**src/rtl/seg7_count_disp.sv**
```systemverilog
// Prescaled up/down hex/BCD counter driving DIGITS active-low seven-segment outputs.
// Optional leading-zero blanking is enabled by defining SEG7_LZB_EN.
module seg7_count_disp #(
  parameter int unsigned DIGITS   = 8,
  parameter int unsigned PRESCALE = 50000000
) (
  input  logic                  iCLK,
  input  logic                  iRST_N,
  input  logic                  iEN,
  input  logic                  iUP,
  input  logic                  iBCD,
  input  logic                  iCLR,
  input  logic                  iLOAD,
  input  logic [4*DIGITS-1:0]   iLOAD_VAL,
  input  logic                  iLAMP,
  output logic [4*DIGITS-1:0]   oCOUNT,
  output logic [7*DIGITS-1:0]   oHEX,
  output logic                  oTICK,
  output logic                  oWRAP
);

  localparam int unsigned PW = (PRESCALE > 1) ? $clog2(PRESCALE) : 1;
  localparam int unsigned CW = 4 * DIGITS;
  localparam int unsigned HW = 7 * DIGITS;
  localparam logic [PW-1:0] PreMax = PW'(PRESCALE - 1);

  function automatic logic [6:0] glyph(input logic [3:0] d);
    case (d)
      4'h0: glyph = 7'h40;
      4'h1: glyph = 7'h79;
      4'h2: glyph = 7'h24;
      4'h3: glyph = 7'h30;
      4'h4: glyph = 7'h19;
      4'h5: glyph = 7'h12;
      4'h6: glyph = 7'h02;
      4'h7: glyph = 7'h78;
      4'h8: glyph = 7'h00;
      4'h9: glyph = 7'h10;
      4'hA: glyph = 7'h08;
      4'hB: glyph = 7'h03;
      4'hC: glyph = 7'h46;
      4'hD: glyph = 7'h21;
      4'hE: glyph = 7'h06;
      default: glyph = 7'h0E;
    endcase
  endfunction

  // Display of a zero count, used as the reset value.
  function automatic logic [HW-1:0] hex_rst();
    logic [HW-1:0] h;
    for (int k = 0; k < int'(DIGITS); k++) begin
`ifdef SEG7_LZB_EN
      h[7*k +: 7] = (k == 0) ? 7'h40 : 7'h7F;
`else
      h[7*k +: 7] = 7'h40;
`endif
    end
    return h;
  endfunction

  logic [PW-1:0] pre_q, pre_d;
  logic [CW-1:0] cnt_q, cnt_d;
  logic [HW-1:0] hex_q, hex_d;
  logic          tick_q, tick_d;
  logic          wrap_q, wrap_d;
  logic          bcd_q, bcd_d;

  logic          tick;
  logic          mode_chg;
  logic [CW-1:0] step_val;
  logic          step_wrap;
  logic [CW-1:0] load_san;
  logic [3:0]    dig;
  logic          carry;

  assign tick     = iEN && (pre_q == PreMax);
  assign mode_chg = (iBCD != bcd_q);

  // Stepped count: plain modulo arithmetic in hex, per-digit ripple in BCD.
  always_comb begin
    step_val  = cnt_q;
    step_wrap = 1'b0;
    dig       = '0;
    carry     = 1'b1;
    if (!iBCD) begin
      if (iUP) begin
        step_val  = cnt_q + 1'b1;
        step_wrap = &cnt_q;
      end else begin
        step_val  = cnt_q - 1'b1;
        step_wrap = ~|cnt_q;
      end
    end else begin
      for (int k = 0; k < int'(DIGITS); k++) begin
        dig = cnt_q[4*k +: 4];
        if (carry) begin
          if (iUP) begin
            carry = (dig >= 4'd9);
            dig   = carry ? 4'd0 : dig + 4'd1;
          end else begin
            carry = (dig == 4'd0);
            dig   = carry ? 4'd9 : dig - 4'd1;
          end
        end
        step_val[4*k +: 4] = dig;
      end
      step_wrap = carry;
    end
  end

  always_comb begin
    load_san = iLOAD_VAL;
    for (int k = 0; k < int'(DIGITS); k++) begin
      if (iBCD && (iLOAD_VAL[4*k +: 4] > 4'd9)) begin
        load_san[4*k +: 4] = 4'd9;
      end
    end
  end

  always_comb begin
    bcd_d  = iBCD;
    pre_d  = pre_q;
    cnt_d  = cnt_q;
    tick_d = 1'b0;
    wrap_d = 1'b0;
    if (iCLR || mode_chg) begin
      cnt_d = '0;
      pre_d = '0;
    end else if (iLOAD) begin
      cnt_d = load_san;
      pre_d = '0;
    end else if (tick) begin
      cnt_d  = step_val;
      wrap_d = step_wrap;
      tick_d = 1'b1;
      pre_d  = '0;
    end else if (iEN) begin
      pre_d = pre_q + 1'b1;
    end
  end

  always_comb begin
    hex_d = '0;
    for (int k = 0; k < int'(DIGITS); k++) begin
      hex_d[7*k +: 7] = glyph(cnt_q[4*k +: 4]);
    end
`ifdef SEG7_LZB_EN
    // Walk down from the top digit; blank while everything above is still zero.
    for (int k = int'(DIGITS) - 1; k >= 1; k--) begin
      if (cnt_q[4*k +: 4] != 4'd0) break;
      hex_d[7*k +: 7] = 7'h7F;
    end
`endif
    if (iLAMP) hex_d = '0;
  end

  always_ff @(posedge iCLK or negedge iRST_N) begin
    if (!iRST_N) begin
      pre_q  <= '0;
      cnt_q  <= '0;
      hex_q  <= hex_rst();
      tick_q <= 1'b0;
      wrap_q <= 1'b0;
      bcd_q  <= 1'b0;
    end else begin
      pre_q  <= pre_d;
      cnt_q  <= cnt_d;
      hex_q  <= hex_d;
      tick_q <= tick_d;
      wrap_q <= wrap_d;
      bcd_q  <= bcd_d;
    end
  end

  assign oCOUNT = cnt_q;
  assign oHEX   = hex_q;
  assign oTICK  = tick_q;
  assign oWRAP  = wrap_q;

endmodule

```
**config.mk**
```make
export PLATFORM = sky130hd
export DESIGN_NAME = seg7_count_disp
export DESIGN_NICKNAME = d
export VERILOG_FILES = /design/src/rtl/seg7_count_disp.sv
export SDC_FILE = /design/constraint.sdc
export NUM_CORES = 1
export LEC_CHECK = 0
export BUFFER_PORTS_ARGS = -buffer_cell sky130_fd_sc_hd__buf_2
export CAP_MARGIN = 20
export CORE_AREA = 5 5 210 130
export DETAILED_ROUTE_END_ITERATION = 16
export DIE_AREA = 0 0 215 135
export PLACE_DENSITY = 0.69
export SLEW_MARGIN = 10
export SYNTH_ARGS = -nofsm -noshare
export SYNTH_HDL_FRONTEND = slang
export SYNTH_SLANG_ARGS = --single-unit
```
**constraint.sdc**
```tcl
create_clock -name iCLK -period 4.3 [get_ports iCLK]
set_clock_uncertainty 0.1 [all_clocks]
set_input_delay 0.215 -clock iCLK [delete_from_list [all_inputs] [get_ports iCLK]]
set_output_delay 0.215 -clock iCLK [all_outputs]
set_load 0.02 [all_outputs]
```
Word level (Yosys, flattened, before mapping) --
Memory sizes are Yosys's and may differ from the RTL's. Cells that the tools add are included.
Operators by class: multipliers 0, shifts and indexed selects 0, bitwise logic cells 0, div/mod/pow operators 0, equal/unequal tests 9, order comparisons 16, $add $sub $neg 19, mux-type cells 79, reduce and logical (&&, ||, !) cells 30
Operator list (count):
- $mux W32 | 5
- $mux W4 | 39
- $mux W26 | 4
- $mux W56 | 1
- $add A32 B1 Y32 const B | 1
- $add A4 B1 Y4 const B | 8
- $ge A4 B4 Y1 const B | 8
- $gt A4 B4 Y1 const B | 8
- $logic_not A4 Y1 | 8
- $reduce_and A32 Y1 | 1
- $reduce_or A32 Y1 | 1
- $sub A32 B1 Y32 const B | 1
- $sub A4 B1 Y4 const B | 8
- $mux W1 | 30
- $ne A4 B1 Y1 const B | 7
- $add A26 B1 Y26 const B | 1
- $eq A26 B26 Y1 const B | 1
- $reduce_and A2 Y1 | 7
- $logic_and A1 B1 Y1 | 9
- $reduce_bool A4 Y1 | 1
- $reduce_bool A3 Y1 | 1
- $logic_not A1 Y1 | 1
- $logic_or A1 B1 Y1 | 1
- $ne A1 B1 Y1 | 1
Word-level totals: latch bits 0, memories 8, bits in registers 117, memory bits (read-only) 896, bits in writable memories 0
Memory list:
- (name not given) | depth 16, width 7, rd ports 1, clocked after memory_dff 0, write ports 0, RTL line 28 | case (d)
- (name not given) | depth 16, width 7, rd ports 1, clocked after memory_dff 0, write ports 0, RTL line 28
- (name not given) | depth 16, width 7, rd ports 1, clocked after memory_dff 0, write ports 0, RTL line 28
- (name not given) | depth 16, width 7, rd ports 1, clocked after memory_dff 0, write ports 0, RTL line 28
- (name not given) | depth 16, width 7, rd ports 1, clocked after memory_dff 0, write ports 0, RTL line 28
- (name not given) | depth 16, width 7, rd ports 1, clocked after memory_dff 0, write ports 0, RTL line 28
- +2 memories

Logic depth before layout (Yosys ltp) --
Gate-level depths: netlist of run 1.
depth after elaboration 20, depth in mapped cells 12

Worst setup path before layout of run 1 --
Ideal clock, no wire load.
path type input to register, start input iUP, end register cnt_q[28], in the netlist oCOUNT[28], path slack 0.763 ns, data required time 4.106 ns, arrival time 3.343 ns, cell stages on the path 12, cells stage by stage clkinv_1 -> ha_1 -> clkbuf_1 -> a21o_1 -> a211oi_1 -> a211oi_1 -> o211ai_1 -> a21oi_1 -> o31ai_1 -> o21ai_0 -> mux2_2 -> a211oi_1
On the way: longest elaborated chain between the ends 16
Ends and longest elaborated chain:
- from (decl) | RTL line 10 | input logic iUP,
- $mux W1 | RTL line 97 | if (iUP) begin
- $mux W1 | RTL line 85 | if (!iBCD) begin
- $mux W1 | RTL line 96 | if (carry) begin
- $mux W1 | RTL line 85
- $mux W1 | RTL line 96
- $mux W1 | RTL line 85
- $mux W1 | RTL line 96
- $mux W1 | RTL line 85
- $mux W1 | RTL line 96
- $mux W1 | RTL line 85
- $mux W1 | RTL line 96
- $mux W1 | RTL line 85
- $mux W1 | RTL line 96
- $mux W1 | RTL line 85
- $ne A4 B1 Y1 (no line)
- $reduce_and A2 Y1 (no line)
- to (signal assigned) | RTL line 167 | cnt_q <= cnt_d;
- to (decl) | RTL line 62 | logic [CW-1:0] cnt_q, cnt_d;
Several ways; a longest one is shown, not always the timed one. The select of a mux whose other input is x is not followed. A chain may end at the register's enable or synchronous reset.

Worst setup path in the final report of run 1 --
start register cnt_q[0], in the netlist oCOUNT[0], end register cnt_q[20], in the netlist oCOUNT[20]
On the way: longest elaborated chain between the ends 13
Ends and longest elaborated chain (RTL line):
- $ge A4 B4 Y1 or $logic_not A4 Y1 (tied branches) | 98, 101
- $mux W1 | 97
- $mux W1 | 85
- $mux W1 | 96
- $mux W1 | 85
- $mux W1 | 96
- $mux W1 | 85
- $mux W1 | 96
- $mux W1 | 85
- $mux W1 | 96
- $mux W1 | 85
- $ne A4 B1 Y1 (no line)
- $reduce_and A2 Y1 (no line)
Several ways; a longest one is shown, not always the timed one. The select of a mux whose other input is x is not followed.

==> impl_metrics.yaml, run 1 <==
sta:
  hold_viol: 0
  tightest_slew_ns: 0.843
  setup_viol: 0
  fin_tns_setup_ns: 0
  slew_headroom: 0.437
  setup_ws_ns: 0.789
  rsz0062_at_grt: "false"
  fin_crit_sh: 0.817
  final_max_slew_viol_count: 0
  fmax_ghz: 0.285
  period_minus_slack_ns: 3.51
yosys:
  ys_ff_latch: 117
  synthTopCellsByArea: "dfrtp_1 28%, ha_1 11%, nor2_1 5.6%, o21ai_0 5.2%, a21oi_1 4.6%"
  syn-num-nets: 1358
  syn_area_per_cell_sq_um: 8.06
  async_flop_share: 1.00
  synth_ff_type: "dfrtp_1"
  yosys_warnings: 0
  netlist.area_leader.share: 0.275
  synth_top_area_cell: "dfrtp_1"
  yosysUniqueCellTypes: 73
  synth_enable_flop_cells: 0
  synth_area_sq_um: 9910
  netlist_instances: 1230
  seq_area_frac_synth: 0.296
cells_and_area:
  drive_gt1_frac: 0.165
  nFillCells: 2514
  fin_nets: 1449
  area_growth_pct: 15.1
floorplanning:
  die_area_sq_um: 29000
  die_w_microns: 215
  die_h_microns: 135
  core-area_sq_um: 25100
  start_util: 0.396
  rows: 45
  io_pins: 130
power:
  ir_drop_mv: 0.273
  power_density_nw_per_um2: 349
  p_leak_uw: 0.00527
status:
  status: "completed"
global_route:
  grt_overflow: 0
  grt_pass1_vias: 8897
  grt_pass1_wl_mm: 48.8
  grt_max_degree: 61
  grt_usage: 0.207
  antenna_found_initial: 3
drt:
  vias: 9644
  drc: 0
  routed_wl_mm: 30.5
  drtAntennaViolNets: 0
  drt_iter0_markers: 1032
  routed_via_density: 5.80
  wl_per_cell_microns: 18.3
  firstDrtPassIters: 5
run:
  cap_violations: 0
clocking:
  tritoncts: "done"
  clk_pin_slew_worst_paths_ns: 0.06
  ctsHtreeMaxLevel: 4
  cts_resized: 0
  insertion_delay_ns: 0.44
  cts_root_buf: "clkbuf_16"
  numCtsBuffers: 17
  cts_buffer_depth: 2
  numClockSinks: 117
worst_setup_path:
  critical_path_required_ns: 4.50
  endpoint_kind: "flop"
  cp_max_fo: 11
  cp-start-kind: "flop"
  arrival_ns: 3.71
  crit_type: "reg2reg"
placement:
  gp_congestion: 0.917
  numPortBuffers: 129
  dp_slack_ns: 0.849
  dpl.hpwl_mm: 22.1
min_path:
  hold_class: "in2reg"
power breakdown:
| part | switching, uW | internal, uW |
|---|---|---|
| combinational | 780 | 465 |
| clock | 580 | 857 |
| sequential | 113 | 1180 |
cell usage after synthesis, types with 22 or more instances:
| cell type | instances |
|---|---|
| a211oi_1 | 22 |
| a21oi_1 | 91 |
| a31oi_1 | 22 |
| clkbuf_1 | 64 |
| dfrtp_1 | 109 |
| ha_1 | 87 |
| inv_1 | 40 |
| nand2_1 | 121 |
| nand3_1 | 25 |
| nor2_1 | 147 |
| nor2b_1 | 22 |
| o21ai_0 | 103 |
| xnor2_1 | 28 |
| xor2_1 | 39 |
timing repair:
action | 4_1_cts | 5_1_grt
buffers inserted | 0 | 0
hold buffers | 2 | 0
endpoints found under the setup margin | 0 | 0
endpoints found under the hold margin | 42 | 0
kinds of logic after synthesis:
group / Yosys count / synth area share
AND/OR/NAND/NOR: 428 / 0.205
AO/OA/AOI/OAI: 378 / 0.241
buffers and inverters: 118 / 0.0458
flip-flops: 117 / 0.296
adder cells (fa/ha/maj): 88 / 0.112
XOR/XNOR: 67 / 0.0592
multiplexers: 34 / 0.0403
layer usage:
layer,wire length (microns),vias to the layer above,GRT usage
li1,-,4610,-
met1,15300,4575,0.319
met2,12000,435,0.282
met5,14,-,0
met4,243,4,0.0444
met3,2880,20,0.0598
flip-flops by register name, indices dropped and copies added (netlist names):
name / count
bcd_q: 1
oCOUNT: 32
oHEX: 56
oTICK: 1
oWRAP: 1
pre_q: 26
stage by stage:
stage	total power, uW	hold WS (ns)	util	cell area, sq um	cells
floorplan	2170	-0.181	-	9910	1230
global placement	2520	0.173	0.431	10800	1629
detailed placement	2530	0.178	0.431	10800	1629
CTS	3990	0.0256	0.455	11400	1663
global route	4200	0.0493	0.455	11400	1664
finish	3980	0.0506	0.455	11400	1664
cell type report:
class,count,area [sq um],area share
clock inverters,14,150,0.0132
diodes,1,2.50,0.000219
well taps,329,412,0.0361
multi-input cells,995,6520,0.572
inverters,42,158,0.0138
flip-flops and latches,117,2940,0.258
repair buffers,148,796,0.0698
clock buffers,18,429,0.0376
worst max-delay path, stage by stage (launching register included):
cell	delay (ns)
dfrtp_1	0.55
inv_1	0.25
fa_1	0.48
nor2b_1	0.17
o31ai_1	0.11
a211oi_1	0.40
o21ai_0	0.22
o21bai_1	0.29
a221o_1	0.23
mux2_2	0.34
a21oi_1	0.14
o41ai_1	0.08
placed cells by master (no fill, tap or decap), drive strengths merged, types with 17 or more instances in the layout:
| cell type | netlist | final |
|---|---|---|
| a21o | 17 | 17 |
| a21oi | 91 | 91 |
| mux2 | 17 | 17 |
| clkbuf | 64 | 18 |
| ha | 87 | 87 |
| nand2 | 122 | 122 |
| nor2b | 22 | 22 |
| inv | 40 | 45 |
| buf | 12 | 146 |
| nand3 | 26 | 26 |
| a31oi | 22 | 22 |
| nand2b | 18 | 18 |
| nor2 | 149 | 149 |
| a211oi | 22 | 22 |
| dfrtp | 109 | 109 |
| nor3 | 17 | 17 |
| xor2 | 39 | 39 |
| o21ai | 109 | 109 |
| xnor2 | 28 | 28 |
path summary, 6_finish.rpt:
check                                    from         end  slack [ns]  cells after the start
worst min register to register      pre_q[23]   pre_q[23]        0.44                      2
min in group asynchronous              iRST_N    oHEX[23]        0.25                      2
worst max-delay path                oCOUNT[0]  oCOUNT[20]        0.79                     11
worst max register to register      oCOUNT[0]  oCOUNT[20]        0.79                     11
worst min-delay path            iLOAD_VAL[11]  oCOUNT[11]        0.05                      3
max in group asynchronous              iRST_N    oHEX[48]        2.88                      3
Note: power is estimated with default switching activity, not from simulation.
==> inputs of run 2 (changes only) <==
==> constraint.sdc (replaced) <==
create_clock -name iCLK -period 3.4 [get_ports iCLK]
set_clock_uncertainty 0.1 [all_clocks]
set_input_delay 0.17 -clock iCLK [delete_from_list [all_inputs] [get_ports iCLK]]
set_output_delay 0.17 -clock iCLK [all_outputs]
set_load 0.02 [all_outputs]
==> run 2 against run 1 <==
Compared with the run above: clock-buffer cell count fell by 1; worst setup slack got worse by 0.59 ns; via count rose by 1.1%; clock power rose by 19%; global-route usage rose by 0.31 points; fmax rose by 9.7%; design area rose by 2.4%.
==> impl_metrics.yaml, run 2 (same netlist as run 1, synthesis figures left out) <==
status:
  status: "completed"
sta:
  setup_viol: 0
  slew_headroom: 0.491
  fin_tns_setup_ns: 0
  fin_crit_sh: 0.942
  fmax_ghz: 0.312
  final_max_slew_viol_count: 0
  hold_viol: 0
  hold_slack_ns: 0.0181
  tightest_slew_ns: 0.761
  period_minus_slack_ns: 3.20
  rsz0062_at_grt: "false"
cells_and_area:
  antennaDiodeCount: 0
  drive_gt1_frac: 0.189
  fin_nets: 1485
  area_growth_pct: 17.8
  largest_reg_flops: 56
  fin_util: 0.466
  final_cell_mix: "147 x nor2_1, 128 x buf_2, 121 x nand2_1, 109 x dfrtp_1, 103 x o21ai_0"
  nFillCells: 2450
  final_common_cell: "nor2_1"
worst_setup_path:
  critical_path_required_ns: 3.62
  cp_slowest_stage_delay_ns: 0.52
  path_cells: "inv_1, ha_1, or3b_2, nor3_1, a31o_2, and3_1, nor2b_2, o21a_1, o21ai_1, buf_4, a221oi_1"
  endpoint_kind: "flop"
  cp-start-kind: "flop"
  crit_path_top_delay_cell: "or3b_2"
  cp_max_fo: 8
  crit_type: "reg2reg"
  arrival_ns: 3.42
placement:
  dpl.hpwl_mm: 23.1
  gp_congestion: 0.935
  numPortBuffers: 129
drt:
  wl_per_cell_microns: 18.0
  drc: 0
  drt_iter0_markers: 997
  routed_wl_mm: 30.6
  firstDrtPassIters: 5
  drtAntennaViolNets: 0
  routed_via_density: 5.74
  vias: 9754
global_route:
  grt_overflow: 0
  grt_pass1_vias: 9016
  grt_usage: 0.210
  grt_pass1_wl_mm: 49.6
  antenna_found_initial: 0
  grt_max_degree: 70
floorplanning:
  die_area_sq_um: 29000
  core-area_sq_um: 25100
  die_w_microns: 215
  start_util: 0.396
  io_pins: 130
  die_h_microns: 135
  rows: 45
clocking:
  cts_root_buf: "clkbuf_16"
  cts_buffer_depth: 2
  cts_setup_buffers: 0
  clk_pin_slew_worst_paths_ns: 0.07
  numCtsBuffers: 17
  numClockSinks: 117
  insertion_delay_ns: 0.44
  tritoncts: "done"
  ctsHtreeMaxLevel: 4
power:
  p_leak_uw: 0.00545
  ir_drop_mv: 0.297
  power_density_nw_per_um2: 427
run:
  cap_violations: 0
min_path:
  hold_class: "in2reg"
[run 2: through the flow]
| step | cell area, sq um | instances | setup slack (ns) | total power, uW |
|---|---|---|---|---|
| 2_1_floorplan | 9920 | 1230 | 0.292 | 2750 |
| 3_3_place_gp | 11100 | 1663 | 0.0949 | 3250 |
| 3_5_place_dp | 11100 | 1664 | 0.0428 | 3270 |
| 4_1_cts | 11700 | 1699 | 0.114 | 5010 |
| 5_1_grt | 11700 | 1699 | 0.0386 | 5280 |
| 6_report | 11700 | 1699 | 0.198 | 4980 |
[run 2: layout make-up]
type	count	area, sq um	area share
Multi-Input combinational cell	995	6530	0.559
Sequential cell	117	2940	0.252
Timing Repair Buffer	184	1090	0.0936
Clock buffer	17	425	0.0364
Tap cell	329	412	0.0353
Inverter	42	159	0.0136
Clock inverter	15	121	0.0104
[run 2: path summary, 6_finish.rpt]
path | depth (start not counted) | from | to | slack [ns]
hold / removal | 3 | iLOAD_VAL[16] | oCOUNT[16] | 0.02
setup / recovery | 11 | oCOUNT[8] | oCOUNT[31] | 0.20
setup reg to reg | 11 | oCOUNT[8] | oCOUNT[31] | 0.20
max in group asynchronous | 3 | iRST_N | oHEX[55] | 2.14
min in group asynchronous | 2 | iRST_N | oHEX[14] | 0.20
hold reg to reg | 2 | pre_q[23] | pre_q[23] | 0.45
[run 2: routing by layer]
layer	routed length, microns	vias to the layer above	track usage
met3	3090	34	0.0663
met2	11900	427	0.281
met5	0	-	0
met4	382	0	0.0465
li1	-	4675	-
met1	15200	4618	0.324
[run 2: critical path: cells and delay by family, from the launching register on]
kind / cells / cell delay (ns)
AOI/OAI and AO/OA: 4 / 0.67
adders and majority gates: 1 / 0.32
buffers and inverters: 2 / 0.39
and+or+nand+nor: 4 / 1.13
DFF: 1 / 0.47
[run 2: timing repair]
| item | CTS | global route |
|---|---|---|
| endpoints found under the hold margin | 46 | 0 |
| setup endpoints to repair | 0 | 3 |
| hold buffers | 3 | 0 |
| resized for setup | 0 | 2 |
[run 2: report_power, final]
| group | total [uW] | switching, uW | internal (uW) |
|---|---|---|---|
| sequential | 1570 | 73.3 | 1500 |
| clock | 1710 | 760 | 946 |
| combinational | 1710 | 1070 | 637 |
==> inputs of run 3 (changes only) <==
--- a/config.mk
+++ b/config.mk
@@ -7,10 +7,12 @@
 export LEC_CHECK = 0
 export BUFFER_PORTS_ARGS = -buffer_cell sky130_fd_sc_hd__buf_2
 export CAP_MARGIN = 20
+export CELL_PAD_IN_SITES_DETAIL_PLACEMENT = 0
+export CELL_PAD_IN_SITES_GLOBAL_PLACEMENT = 1
 export CORE_AREA = 5 5 210 130
 export DETAILED_ROUTE_END_ITERATION = 16
 export DIE_AREA = 0 0 215 135
-export PLACE_DENSITY = 0.69
+export PLACE_DENSITY = 0.85
 export SLEW_MARGIN = 10
 export SYNTH_ARGS = -nofsm -noshare
 export SYNTH_HDL_FRONTEND = slang
==> run 3 against run 2 <==
Compared with the run above: fmax down 0.70%; core utilization grew 0.47 points; via count shrank 0.33%; power up 2.9%; hold slack worse by 0.0031 ns; largest power group is now clock.
==> impl_metrics.yaml, run 3 (same netlist as run 1, synthesis figures left out) <==
sta:
  hold_viol: 0
  hold_slack_ns: 0.0151
  fmax_ghz: 0.310
  rsz0062_at_grt: "false"
  fin_tns_setup_ns: 0
  period_minus_slack_ns: 3.22
  tightest_slew_ns: 0.779
  setup_ws_ns: 0.176
  fin_crit_sh: 0.948
  slew_headroom: 0.480
  setup_viol: 0
  final_max_slew_viol_count: 0
drt:
  drt_iter0_markers: 957
  routed-wl-met3_mm: 2.25
  wl_per_cell_microns: 18.2
  firstDrtPassIters: 5
  dr_wl_met2_mm: 12.6
  vias: 9722
  drt-met1-wl_mm: 15.9
  drc: 0
  routed_via_density: 5.69
  drtAntennaViolNets: 0
  top_layer_used: "met5"
  routed_wl_mm: 31.2
power:
  power_density_nw_per_um2: 435
  p_leak_uw: 0.00552
  ir_drop_mv: 0.322
worst_setup_path:
  arrival_ns: 3.43
  crit_type: "reg2reg"
  reg2reg_depth: 13
  cp-start-kind: "flop"
  path_cells: "inv_1, fa_1, nor2b_1, o31ai_1, a211oi_1, buf_4, o211ai_1, a21oi_1, buf_4, o31a_1, a221oi_1, xor2_1, a21oi_1"
  cp_max_fo: 7
  startpoint: "oCOUNT[1]"
  crit_path_top_delay_cell: "dfrtp_1"
  crit_path_end: "oCOUNT[30]"
  rr_endpoint: "oCOUNT[30]"
  critical_path_required_ns: 3.60
  r2r_setup_slack_ns: 0.18
  reg2reg_from: "oCOUNT[1]"
  cp_slowest_stage_delay_ns: 0.37
  endpoint_kind: "flop"
clocking:
  cts_root_buf: "clkbuf_16"
  numClockSinks: 117
  tritoncts: "done"
  cts_setup_buffers: 0
  insertion_delay_ns: 0.43
  ctsHtreeMaxLevel: 4
  numCtsBuffers: 17
  cts_buffer_depth: 2
  clk_pin_slew_worst_paths_ns: 0.06
placement:
  dpl.hpwl_mm: 23.5
  gp_congestion: 0.943
  post_dp_cell_area_sq_um: 11200
  dp_slack_ns: 0.148
  numPortBuffers: 129
global_route:
  antenna_found_initial: 2
  grt_max_degree: 56
  grt_overflow: 0
  grt_pass1_wl_mm: 50.5
  grt_pass1_vias: 9031
  grt_usage: 0.214
status:
  status: "completed"
run:
  cap_violations: 0
floorplanning:
  die_area_sq_um: 29000
  rows: 45
  io_pins: 130
  core-area_sq_um: 25100
  start_util: 0.396
  die_h_microns: 135
  die_w_microns: 215
cells_and_area:
  area_growth_pct: 19.0
  fin_area_sq_um: 11800
  drive_gt1_frac: 0.196
  antennaDiodeCount: 0
  fin_util: 0.471
  fin_nets: 1496
  final_cell_mix: "147 x nor2_1, 128 x buf_2, 121 x nand2_1, 109 x dfrtp_1, 103 x o21ai_0"
  final_common_cell: "nor2_1"
  largest_reg_flops: 56
min_path:
  hold_class: "in2reg"
-- run 3: worst min-delay path by stage --
stage | from | to | cells past startpoint
after floorplan | iRST_N | bcd_q | 0
after global placement | iRST_N | oHEX[17] | 1
after detailed placement | iRST_N | oHEX[17] | 1
after CTS | iLOAD_VAL[7] | oCOUNT[7] | 3
after global routing | iLOAD_VAL[7] | oCOUNT[7] | 3
final | iLOAD_VAL[4] | oCOUNT[4] | 3
-- run 3: power breakdown --
group | switching (uW) | leakage [uW] | internal [uW] | total (uW)
clock | 735 | 0.000278 | 1110 | 1840
combinational | 1080 | 0.00367 | 647 | 1730
sequential | 61.4 | 0.00157 | 1500 | 1560
total | 1880 | 0.00552 | 3250 | 5130
-- run 3: final cells by class --
type / instances / area [sq um]
well taps: 329 / 412
clock buffers: 19 / 443
multi-input cells: 995 / 6530
inverters: 42 / 159
fillers: 2449 / 13300
repair buffers: 195 / 1160
flip-flops and latches: 117 / 2940
clock inverters: 13 / 150
-- run 3: layer usage --
layer / GRT usage / vias to the layer above
li1: - / 4697
met2: 0.295 / 331
met5: 0 / -
met1: 0.332 / 4650
met3: 0.0540 / 40
met4: 0.0490 / 4
-- run 3: repair_timing --
action / CTS / global route
hold buffers: 3 / 0
hold endpoints to repair: 70 / 0
gates resized for setup: 0 / 2
endpoints found under the setup margin: 0 / 1
-- run 3: through the flow --
step	power [uW]	cells
finish	5130	1710
global route	5430	1710
CTS	5160	1710
detailed placement	3290	1675
global placement	3270	1675
floorplan	2750	1230
-- run 3: critical path: cells and delay by family (launching register included) --
kind / cells / cell delay (ns)
AO/OA/AOI/OAI: 7 / 1.56
buffers and inverters: 3 / 0.54
flip-flops: 1 / 0.37
adder cells (fa/ha/maj): 1 / 0.27
XOR/XNOR: 1 / 0.18
AND/OR/NAND/NOR: 1 / 0.06
